## config.mk

```make
export PLATFORM = sky130hd
export DESIGN_NAME = userio_osd_cmd_flat
export DESIGN_NICKNAME = d
export VERILOG_FILES = /design/src/rtl/userio_osd_cmd_if.sv /design/src/rtl/userio_osd_cmd.sv /design/src/flat_wrapper.sv
export SDC_FILE = /design/constraint.sdc
export NUM_CORES = 1
export LEC_CHECK = 0
export CORE_MARGIN = 2
export CORE_UTILIZATION = 48
export CTS_BUF_LIST = sky130_fd_sc_hd__clkbuf_16
export DETAILED_ROUTE_END_ITERATION = 7
export PLACE_DENSITY = 0.89
export SYNTH_ARGS = -nofsm -noshare
export SYNTH_HDL_FRONTEND = slang
export SYNTH_SLANG_ARGS = --single-unit
```

## constraint.sdc

```tcl
create_clock -name clk -period 1.75 [get_ports clk]
set_input_delay 0.35 -clock clk [delete_from_list [all_inputs] [get_ports clk]]
set_output_delay 0.35 -clock clk [all_outputs]
set_load 0.02 [all_outputs]
```

## src/rtl/userio_osd_cmd_if.sv

```systemverilog
// Byte-level link between the OSD SPI slave, the command decoder and the OSD
// character buffer write port.
interface userio_osd_cmd_if #(
  parameter int ROWS_LOG2 = 4
);
  logic [7:0]           spi_dat;
  logic                 spi_rx;
  logic                 spi_cmd;
  logic                 spi_vld;
  logic [7:0]           spi_in;
  logic                 buf_wr;
  logic [ROWS_LOG2+7:0] buf_addr;
  logic [7:0]           buf_dat;

  // master: the SPI slave / buffer side; slave: the command decoder
  modport master (
    output spi_dat, spi_rx, spi_cmd, spi_vld,
    input  spi_in, buf_wr, buf_addr, buf_dat
  );

  modport slave (
    input  spi_dat, spi_rx, spi_cmd, spi_vld,
    output spi_in, buf_wr, buf_addr, buf_dat
  );
endinterface

```

## src/rtl/userio_osd_cmd.sv

```systemverilog
// OSD command decoder: one command per SPI transaction, auto-incrementing
// character-buffer writes, OSD enable and highlight registers.
module userio_osd_cmd #(
  parameter int ROWS_LOG2 = 4
) (
  input  logic                  clk,
  input  logic                  _reset,
  input  logic                  clk7_en,
  userio_osd_cmd_if.slave       bus,
  output logic                  osd_enable,
  output logic [3:0]            highlight
);

  typedef enum logic [1:0] {
    IDLE   = 2'b00,
    WRROW  = 2'b01,
    HILITE = 2'b10,
    IGNORE = 2'b11
  } state_t;

  state_t               state;
  logic                 rx_d;
  logic [ROWS_LOG2-1:0] row;
  logic [7:0]           col;
  logic                 byte_evt;

  // One event per byte regardless of how long spi_rx stays high.
  assign byte_evt = bus.spi_rx && !rx_d;

  // NOTE: combinational from registers only, so the slave always latches the
  // status as of the current cycle; a continuous assign cannot infer a latch.
  assign bus.spi_in = {osd_enable, 3'b000, highlight};

  // NOTE: every register here uses non-blocking assignment so all updates
  // within one clk7_en edge see the pre-edge values of their neighbours.
  always_ff @(posedge clk or negedge _reset) begin
    if (!_reset) begin
      state        <= IDLE;
      rx_d         <= 1'b0;
      row          <= '0;
      col          <= '0;
      bus.buf_wr   <= 1'b0;
      bus.buf_addr <= '0;
      bus.buf_dat  <= '0;
      osd_enable   <= 1'b0;
      highlight    <= '0;
    end else if (clk7_en) begin
      rx_d       <= bus.spi_rx;
      bus.buf_wr <= 1'b0;

      if (!bus.spi_vld) begin
        // End of transaction wins over a coincident byte event.
        state <= IDLE;
      end else if (byte_evt) begin
        if (bus.spi_cmd) begin
          casez (bus.spi_dat)
            8'b0000_0000: state <= IGNORE;
            8'b0010_????: begin
              row   <= ROWS_LOG2'(bus.spi_dat[3:0]);
              col   <= '0;
              state <= WRROW;
            end
            8'b0100_????: begin
              osd_enable <= bus.spi_dat[0];
              state      <= IGNORE;
            end
            8'b1000_0000: state <= HILITE;
            default:      state <= IGNORE;
          endcase
        end else begin
          case (state)
            WRROW: begin
              bus.buf_wr   <= 1'b1;
              bus.buf_addr <= {row, col};
              bus.buf_dat  <= bus.spi_dat;
              col          <= col + 8'd1;
            end
            HILITE: begin
              highlight <= bus.spi_dat[3:0];
              state     <= IGNORE;
            end
            IDLE, IGNORE: state <= state;
            default:      state <= IDLE;
          endcase
        end
      end
    end
  end

endmodule

```

## src/flat_wrapper.sv

```systemverilog
// flat-port wrapper written by rule: the top's interface ports become plain ports
module userio_osd_cmd_flat 
#(
  parameter int ROWS_LOG2 = 4
)
  (clk, _reset, clk7_en, osd_enable, highlight, bus_spi_dat, bus_spi_rx, bus_spi_cmd, bus_spi_vld, bus_spi_in, bus_buf_wr, bus_buf_addr, bus_buf_dat);
  userio_osd_cmd_if #(.ROWS_LOG2(ROWS_LOG2)) bus_i ();
  input  logic clk;
  input  logic _reset;
  input  logic clk7_en;
  output logic osd_enable;
  output logic [3:0] highlight;
  input wire logic [$bits(bus_i.spi_dat)-1:0] bus_spi_dat;
  input wire logic [$bits(bus_i.spi_rx)-1:0] bus_spi_rx;
  input wire logic [$bits(bus_i.spi_cmd)-1:0] bus_spi_cmd;
  input wire logic [$bits(bus_i.spi_vld)-1:0] bus_spi_vld;
  output wire logic [$bits(bus_i.spi_in)-1:0] bus_spi_in;
  output wire logic [$bits(bus_i.buf_wr)-1:0] bus_buf_wr;
  output wire logic [$bits(bus_i.buf_addr)-1:0] bus_buf_addr;
  output wire logic [$bits(bus_i.buf_dat)-1:0] bus_buf_dat;
  assign bus_i.spi_dat = bus_spi_dat;
  assign bus_i.spi_rx = bus_spi_rx;
  assign bus_i.spi_cmd = bus_spi_cmd;
  assign bus_i.spi_vld = bus_spi_vld;
  assign bus_spi_in = bus_i.spi_in;
  assign bus_buf_wr = bus_i.buf_wr;
  assign bus_buf_addr = bus_i.buf_addr;
  assign bus_buf_dat = bus_i.buf_dat;
  userio_osd_cmd #(.ROWS_LOG2(ROWS_LOG2)) u_core (.clk(clk), ._reset(_reset), .clk7_en(clk7_en), .bus(bus_i), .osd_enable(osd_enable), .highlight(highlight));
endmodule
```

# Word level (Yosys, flattened, before mapping)

Index checks and enable logic that the tools add are counted.

Output and inout port bits: 34
Bits in registers: 41
Word-level logic and storage cells: 40
Input port bits: 14

Reductions and logical operators: 9
Bitwise logic cells: 1
Eq/ne operators: 8
Multiplexer cells: 12
Add/subtract/negate cells: 1

Operators with widths:

| operator                                                                | number |
|---|---|
| 5-bit AND reduction                                                     | 5 |
| 8-bit 2-to-1 mux                                                        | 3 |
| 8-bit by 1-bit adder with 8-bit output, second input constant           | 1 |
| 8-bit equality test, second input constant                              | 1 |
| 2-bit 2-to-1 mux                                                        | 4 |
| 4-bit by 2-bit equality test with 1-bit output, second input constant   | 1 |
| 4-bit by 3-bit equality test with 1-bit output, second input constant   | 1 |
| 1-bit 2-to-1 mux                                                        | 4 |
| 2-bit by 1-bit inequality test with 1-bit output, second input constant | 2 |
| 2-bit case mux with 2 select lines                                      | 1 |
| 3-bit by 2-bit inequality test with 1-bit output, second input constant | 1 |
| 3-bit AND reduction                                                     | 1 |
| 2-bit by 1-bit equality test with 1-bit output, second input constant   | 1 |
| 2-bit equality test, second input constant                              | 1 |
| 2-bit nonzero test                                                      | 1 |
| 1-bit logical AND                                                       | 1 |
| 1-bit zero test                                                         | 1 |
| 1-bit inverter                                                          | 1 |

# Logic depth before layout (Yosys ltp)

Gate-level depths: netlist (run 1).

Word-level depth: 5
Gate-level depth with buffers: 7
Gate-level depth less buffers: 4

# Worst setup path before layout (run 1)

OpenSTA, ideal clock, no wires.

Path type: register to register
From: reg u_core.rx_d
To: reg u_core.bus.buf_dat[4]
Buffers on the path: 3
Library setup time: 0.125 ns
Path slack: 0.160 ns
Required time: 1.625 ns
Clock period less this slack: 1.590 ns
Data arrival time: 1.465 ns
Stages on the path, launching flop included: 7
Path through: dfrtp_1 -> and4b_1 -> buf_6 -> and3_4 -> buf_6 -> buf_6 -> mux2_2

Cells in the longest elaborated chain, start to end: 3

RTL lines:

| what                                 | RTL line                | text |
|---|---|---|
| from (decl)                          | userio_osd_cmd.sv:22    | `logic rx_d;` |
| from (signal assigned)               | userio_osd_cmd.sv:48    | `rx_d <= bus.spi_rx;` |
| 1-bit zero test                      | userio_osd_cmd.sv:28    | `assign byte_evt = bus.spi_rx && !rx_d;` |
| 1-bit logical AND                    | userio_osd_cmd.sv:28    |  |
| 5-bit AND reduction (no source line) | -                       |  |
| to (signal assigned)                 | userio_osd_cmd.sv:75    | `bus.buf_dat <= bus.spi_dat;` |
| to (decl)                            | userio_osd_cmd_if.sv:23 | `output spi_in, buf_wr, buf_addr, buf_dat` |

No other way between the ends.
A chain may end at the register's enable or synchronous reset.

# Worst setup path in the final report (run 1)

From: in bus_spi_rx
To: reg u_core.bus.buf_dat[5]

Cells in the longest elaborated chain, start to end: 2

RTL lines:

| what                                 | RTL line             | text |
|---|---|---|
| from (decl)                          | flat_wrapper.sv:14   | `input wire logic [$bits(bus_i.spi_rx)-1:0] bus_spi_rx;` |
| 1-bit logical AND                    | userio_osd_cmd.sv:28 |  |
| 5-bit AND reduction (no source line) | -                    |  |

No other way between the ends.

==> results of run 1 <==
where the power goes:
part	internal, W	switching (W)
clock network	0.000517	0.000353
logic	0.000338	0.000307
registers	0.00107	0.0000909
total	0.00192	0.000752
metal layers:
metal  GRT usage [%]  wire length, um  vias to the layer above  part of all wire (%)
met5               0                0                        -                     0
met3            6.81              358                       11                   7.9
met4            9.44              111                        0                   2.5
li1                -                -                      643                     -
met2            40.5             2390                       80                    53
met1            24.5             1660                      728                    37
worst min-delay path by stage:
stage	to	depth (start not counted)
global route	u_core.bus.buf_addr[0]	1
detailed placement	u_core.bus.buf_addr[2]	1
CTS	u_core.bus.buf_addr[2]	1
finish	u_core.bus.buf_addr[2]	1
floorplan	u_core.bus.buf_addr[0]	0
global placement	u_core.bus.buf_addr[2]	1
worst max-delay path: cells and delay by family:
kind	cells	cell delay, ns
and+or+nand+nor	2	0.63
muxes	1	0.37
buffers and inverters	1	0.49
registers in the layout (all words and copies together), names as in the netlist:
name and cells:
u_core.bus.buf_addr 12, u_core.bus.buf_dat 8, u_core.col 8, u_core.highlight 4, u_core.row 4, u_core.state 2, u_core.bus.buf_wr 1, u_core.osd_enable 1
u_core.rx_d 1
logic make-up after synthesis:
logic type	after synthesis	share of synthesized area, %
DFF	41	55.3
and+or+nand+nor	36	12.3
muxes	30	18.2
buffers and inverters	17	6.87
AOI/OAI and AO/OA	16	6.47
adders and majority gates	1	0.674
other	1	0.202
stage by stage:
step,setup TNS (ns),util (%),worst slack (ns)
2_1_floorplan,0,-,0.160
3_3_place_gp,-7.94,65.5,-0.278
3_5_place_dp,-10.03,65.5,-0.316
4_1_cts,0,69.6,0.00570
5_1_grt,0,70.5,0.0126
6_report,0,70.5,0.0689
repair_timing:
item                       4_1_cts  5_1_grt
setup endpoints to repair        9       16
setup buffers                    0        1
pin swaps                        1        2
gates cloned                     1        0
resized for setup                1        6
cell type report:
| class | count | area, sq um |
|---|---|---|
| clock buffer | 5 | 125 |
| clock inverter | 3 | 13.8 |
| fill | 252 | 1090 |
| inverter | 4 | 18.8 |
| multi-input combinational | 87 | 743 |
| sequential | 41 | 1030 |
| tap | 48 | 60.1 |
| timing repair buffer | 66 | 613 |
Yosys cell counts (3+ instances only):
| cell type | n | area share [%] |
|---|---|---|
| sky130_fd_sc_hd__a21oi_1 | 3 | 0.81 |
| sky130_fd_sc_hd__buf_4 | 9 | 3.6 |
| sky130_fd_sc_hd__buf_6 | 4 | 2.4 |
| sky130_fd_sc_hd__dfrtp_1 | 41 | 55 |
| sky130_fd_sc_hd__inv_1 | 3 | 0.61 |
| sky130_fd_sc_hd__mux2_2 | 30 | 18 |
| sky130_fd_sc_hd__nand2_1 | 6 | 1.2 |
| sky130_fd_sc_hd__nand3_1 | 6 | 1.6 |
| sky130_fd_sc_hd__nand4_1 | 5 | 1.7 |
| sky130_fd_sc_hd__nand4b_1 | 3 | 1.4 |
==> insert_results.sql, run 1 <==
INSERT INTO impl_metrics (metric_group, metric, value, unit) VALUES
('power_and_ir_drop', 'worst_ir_drop_vdd', '0.666', 'mV'),
('timing', 'min_period', '1.68', 'ns'),
('global_route', 'grt_remaining_overflow', '0', ''),
('power_and_ir_drop', 'fin_total_pwr', '0.00267', 'W'),
('detailed_routing', 'drt_drc_violations_left', '0', ''),
('worst_setup_path', 'worst_path_maximum_fanout', '12', ''),
('layout', 'area_delta_synth_final', '40.0', '%'),
('layout', 'mostFrequentLayoutCells', 'sky130_fd_sc_hd__clkdlybuf4s50_1 (43), sky130_fd_sc_hd__dfrtp_1 (41), sky130_fd_sc_hd__mux2_2 (30)', ''),
('timing', 'setup_viol_count_final', '0', ''),
('floorplan', 'row_count', '22', ''),
('detailed_routing', 'routedWlPerCell', '17.8', 'um'),
('floorplan', 'initial_core_util', '50.3', '%'),
('global_route', 'initial_antenna_violation_count', '0', ''),
('detailed_routing', 'first_pass_iters', '4', ''),
('timing', 'final_max_slew_viol_count', '0', ''),
('clocking', 'clkSinkCount', '41', ''),
('worst_setup_path', 'critical_path.startpoint_type', 'input pin', ''),
('clocking', 'clk_transition_reported_paths', '0.06', 'ns'),
('yosys', 'netlist_area', '0.00186', 'sq mm'),
('min_path', 'min_path_type', 'input pin to async pin', ''),
('worst_setup_path', 'worst_path_largest_cell_delay', '0.49', 'ns'),
('placement', 'post_dp_cell_area', '0.00242', 'sq mm'),
('yosys', 'yosys_register_bits', '41', ''),
('worst_setup_path', 'reg2reg_to', 'u_core.bus.buf_dat[5]', ''),
('timing', 'hold_ws', '0.0130', 'ns'),
('timing', 'grt_setup_unrepaired', 'false', ''),
('run_status', 'outcome', 'completed', ''),
('detailed_routing', 'drt.antenna.violating_nets', '0', ''),
('yosys', 'yosys.cell_types.count', '35', ''),
('layout', 'finish.instance_area', '0.00260', 'sq mm'),
('worst_setup_path', 'cp-endpoint', 'u_core.bus.buf_dat[5]', ''),
('power_and_ir_drop', 'p_leak', '1.18', 'nW'),
('worst_setup_path', 'timing.critical_path.from', 'bus_spi_rx', ''),
('timing', 'clock_skew', '0.00507', 'ns'),
('detailed_routing', 'drt_iter0_drc', '52', ''),
('clocking', 'hold_fix_buffers_cts', '0', ''),
('yosys', 'yosysSeqAreaShare', '55.3', '%'),
('timing', 'achievable-frequency', '595', 'MHz'),
('layout', 'layout_commonest_cell', 'sky130_fd_sc_hd__clkdlybuf4s50_1', ''),
('run', 'drv_cap', '0', ''),
('timing', 'timing.final.hold_violations', '0', ''),
('floorplan', 'die_width', '66.2', 'um'),
('worst_setup_path', 'cp_slowest_cell', 'sky130_fd_sc_hd__clkdlybuf4s50_1', ''),
('yosys', 'synth_edf_count', '0', ''),
('layout', 'num_antenna_cells', '0', ''),
('global_route', 'grt_pass1_wl', '7200', 'um'),
('worst_setup_path', 'worstSetupEndpointType', 'register', ''),
('placement', 'dp.final_hpwl', '3120', 'um'),
('power_and_ir_drop', 'power_per_cell_area', '1030', 'mW/mm^2'),
('worst_setup_path', 'reg2reg_setup_slack', '0.16', 'ns'),
('clocking', 'cts_made_buffers', '5', ''),
('clocking', 'cts_root_buf', 'sky130_fd_sc_hd__clkbuf_16', ''),
('detailed_routing', 'routed_wl', '4510', 'um'),
('placement', 'routabilityCongestion', '0.830', ''),
('floorplan', 'fp.dieArea', '0.00438', 'sq mm'),
('clocking', 'cts_tree', 'built', ''),
('yosys', 'synth.yosys.warnings', '0', ''),
('worst_setup_path', 'critical_path_arrival', '1.85', 'ns'),
('floorplan', 'boundaryPins', '48', ''),
('global_route', 'maximum_number_of_pins_on_one_net_before_global_route_repair', '24', ''),
('floorplan', 'core-area', '0.00369', 'sq mm'),
('placement', 'io_buffers', '44', ''),
('worst_setup_path', 'required', '1.91', 'ns'),
('placement', 'post-place-cells', '244', ''),
('worst_setup_path', 'r2r_start', 'u_core.rx_d', ''),
('global_route', 'first_global_vias', '1456', ''),
('yosys', 'synthesis.area_per_instance', '13.1', 'sq um'),
('detailed_routing', 'vias_per_cell', '5.76', ''),
('clocking', 'htreeDepth', '2', ''),
('yosys', 'async_flop_share', '100', '%'),
('layout', 'count_of_nets_after_finishing', '220', '');
No activity file was read; power rests on OpenSTA's default activity.
==> run 2: changes to the inputs <==
- SKIP_CTS_REPAIR_TIMING: not set -> 1
==> run 2 against run 1 <==
Effect of this change: sequential power barely moved; cell area unchanged; global-route usage down 0.73 points; via count fell by 0.21%; setup slack improved by 0.0018 ns; routed wire length up 0.71%; core utilization unchanged; clock skew down 0.0016 ns; register-to-register slack hardly changed; clock-buffer cell count stayed put; critical endpoint unchanged; critical path type unchanged; largest power group unchanged; flip-flop and latch count stayed put.
==> insert_results.sql, run 2 (synthesized netlist as in run 1, its figures left out) <==
INSERT INTO impl_metrics (metric_group, metric, value, unit) VALUES
('layout', 'top_register', 'u_core.bus.buf_addr', ''),
('layout', 'count_of_nets_after_finishing', '220', ''),
('layout', 'largest_register_ffs', '12', ''),
('detailed_routing', 'vias', '1459', ''),
('timing', 'grt_setup_unrepaired', 'false', ''),
('power_and_ir_drop', 'p_leak', '1.18', 'nW'),
('layout', 'area_delta_synth_final', '40.0', '%'),
('power_and_ir_drop', 'fin_total_pwr', '0.00268', 'W'),
('detailed_routing', 'drt_iter0_drc', '80', ''),
('timing', 'achievable-frequency', '595', 'MHz'),
('global_route', 'grt.total_usage', '21.9', '%'),
('worst_setup_path', 'critical_path.startpoint_type', 'input pin', ''),
('clocking', 'clock_tree.buffer_depth', '2', ''),
('global_route', 'initial_antenna_violation_count', '0', ''),
('worst_setup_path', 'required', '1.92', 'ns'),
('run_status', 'outcome', 'completed', ''),
('timing', 'min_period', '1.68', 'ns'),
('timing', 'layout_worst_path_cycle_share', '96.0', '%'),
('power_and_ir_drop', 'power_per_cell_area', '1030', 'mW/mm^2'),
('clocking', 'clk_transition_reported_paths', '0.06', 'ns'),
('timing', 'fin_setup_tns', '0', 'ns'),
('worst_setup_path', 'critical_path_arrival', '1.85', 'ns'),
('floorplan', 'boundaryPins', '48', ''),
('detailed_routing', 'vias_per_cell', '5.74', ''),
('floorplan', 'initial_core_util', '50.3', '%'),
('clocking', 'cts_tree', 'built', ''),
('floorplan', 'core-area', '0.00369', 'sq mm'),
('global_route', 'first_global_vias', '1439', ''),
('detailed_routing', 'first_pass_iters', '4', ''),
('timing', 'clock_skew', '0.00351', 'ns'),
('detailed_routing', 'drt_drc_violations_left', '0', ''),
('clocking', 'clkSinkCount', '41', ''),
('worst_setup_path', 'worst_path_largest_cell_delay', '0.49', 'ns'),
('detailed_routing', 'drt.antenna.violating_nets', '0', ''),
('floorplan', 'die_width', '66.2', 'um'),
('placement', 'dp.final_hpwl', '3120', 'um'),
('global_route', 'grt_remaining_overflow', '0', ''),
('worst_setup_path', 'worstSetupEndpointType', 'register', ''),
('worst_setup_path', 'path_class', 'input pin to register', ''),
('layout', 'final_util', '70.5', '%'),
('detailed_routing', 'routedWlPerCell', '17.9', 'um'),
('clocking', 'cts_root_buf', 'sky130_fd_sc_hd__clkbuf_16', ''),
('layout', 'mostFrequentLayoutCells', 'sky130_fd_sc_hd__clkdlybuf4s50_1 (43), sky130_fd_sc_hd__dfrtp_1 (41), sky130_fd_sc_hd__mux2_2 (30)', ''),
('worst_setup_path', 'worst_path_maximum_fanout', '12', ''),
('power_and_ir_drop', 'worst_ir_drop_vdd', '0.665', 'mV'),
('detailed_routing', 'routed_wl', '4540', 'um'),
('clocking', 'htreeDepth', '2', ''),
('floorplan', 'row_count', '22', ''),
('timing', 'timing.final.hold_violations', '0', ''),
('floorplan', 'die_height', '66.2', 'um'),
('placement', 'routabilityCongestion', '0.830', ''),
('layout', 'largest_registers', 'u_core.bus.buf_addr x12, u_core.bus.buf_dat x8, u_core.col x8', ''),
('global_route', 'maximum_number_of_pins_on_one_net_before_global_route_repair', '25', ''),
('worst_setup_path', 'cp_slowest_cell', 'sky130_fd_sc_hd__clkdlybuf4s50_1', ''),
('timing', 'setup_viol_count_final', '0', ''),
('timing', 'final_max_slew_viol_count', '0', ''),
('layout', 'layout_commonest_cell', 'sky130_fd_sc_hd__clkdlybuf4s50_1', ''),
('placement', 'io_buffers', '44', ''),
('clocking', 'clk_latency', '0.29', 'ns'),
('run', 'drv_cap', '0', ''),
('clocking', 'cts_made_buffers', '5', ''),
('min_path', 'min_path_type', 'input pin to async pin', ''),
('layout', 'final_layout_size_suffix_gt1_share', '33.0', '%'),
('layout', 'num_antenna_cells', '0', ''),
('floorplan', 'fp.dieArea', '0.00438', 'sq mm'),
('worst_setup_path', 'series_of_cell_instances_along_the_critical_path', 'clkdlybuf4s50_1 -> and4b_2 -> and3_4 -> mux2_2', ''),
('global_route', 'grt_pass1_wl', '6980', 'um');
==> run 2: cell counts in the layout (fill, tap and decap cells not counted) <==
Identical to the previous run, type by type.
==> run 2: final cells by class <==
type | count | area (sq um)
fill | 251 | 1090
sequential | 41 | 1030
clock inverter | 3 | 13.8
timing repair buffer | 66 | 613
clock buffer | 5 | 125
multi-input combinational | 87 | 743
inverter | 4 | 18.8
tap | 48 | 60.1
==> run 2: metrics by stage <==
| step | cells | area (sq um) | hold WS (ns) | worst slack [ns] |
|---|---|---|---|---|
| 2_1_floorplan | 144 | 1860 | 0.0544 | 0.160 |
| 3_5_place_dp | 244 | 2420 | 0.321 | -0.316 |
| 6_report | 254 | 2600 | 0.00939 | 0.0707 |
| 4_1_cts | 252 | 2560 | 0.0167 | -0.0151 |
| 3_3_place_gp | 244 | 2420 | 0.315 | -0.278 |
| 5_1_grt | 254 | 2600 | 0.0436 | 0.00572 |
==> run 2: per-layer routing <==
| metal | track usage [%] | up-vias | share of wire [%] |
|---|---|---|---|
| met3 | 6.98 | 19 | 6.9 |
| met1 | 23.5 | 726 | 38 |
| met4 | 8.93 | 0 | 2.7 |
| met5 | 0 | - | 0 |
| met2 | 39.3 | 72 | 52 |
| li1 | - | 642 | - |
==> run 2: critical path, delay by kind of cell <==
| kind | cells | cell delay [ns] |
|---|---|---|
| buffers and inverters | 1 | 0.49 |
| muxes | 1 | 0.37 |
| and+or+nand+nor | 2 | 0.64 |
==> run 2: path summary, 6_finish.rpt <==
path	to	slack [ns]	startpoint	cells after the start
setup / recovery	u_core.bus.buf_dat[5]	0.07	bus_spi_rx	4
hold / removal	u_core.bus.buf_addr[2]	0.009	_reset	1
max in group asynchronous	u_core.bus.buf_addr[9]	1.27	_reset	2
min in group clk	u_core.bus.buf_wr	0.49	u_core.bus.buf_wr	1
setup reg to reg	u_core.bus.buf_dat[5]	0.16	u_core.rx_d	3
hold reg to reg	u_core.bus.buf_wr	0.49	u_core.bus.buf_wr	1
==> run 2: where the power goes <==
| part | total [W] | internal (W) | leakage [nW] | switching (W) |
|---|---|---|---|---|
| Clock | 0.000875 | 0.000517 | 0.0748 | 0.000358 |
| Combinational | 0.000650 | 0.000338 | 0.575 | 0.000312 |
| Sequential | 0.00116 | 0.00107 | 0.525 | 0.0000908 |
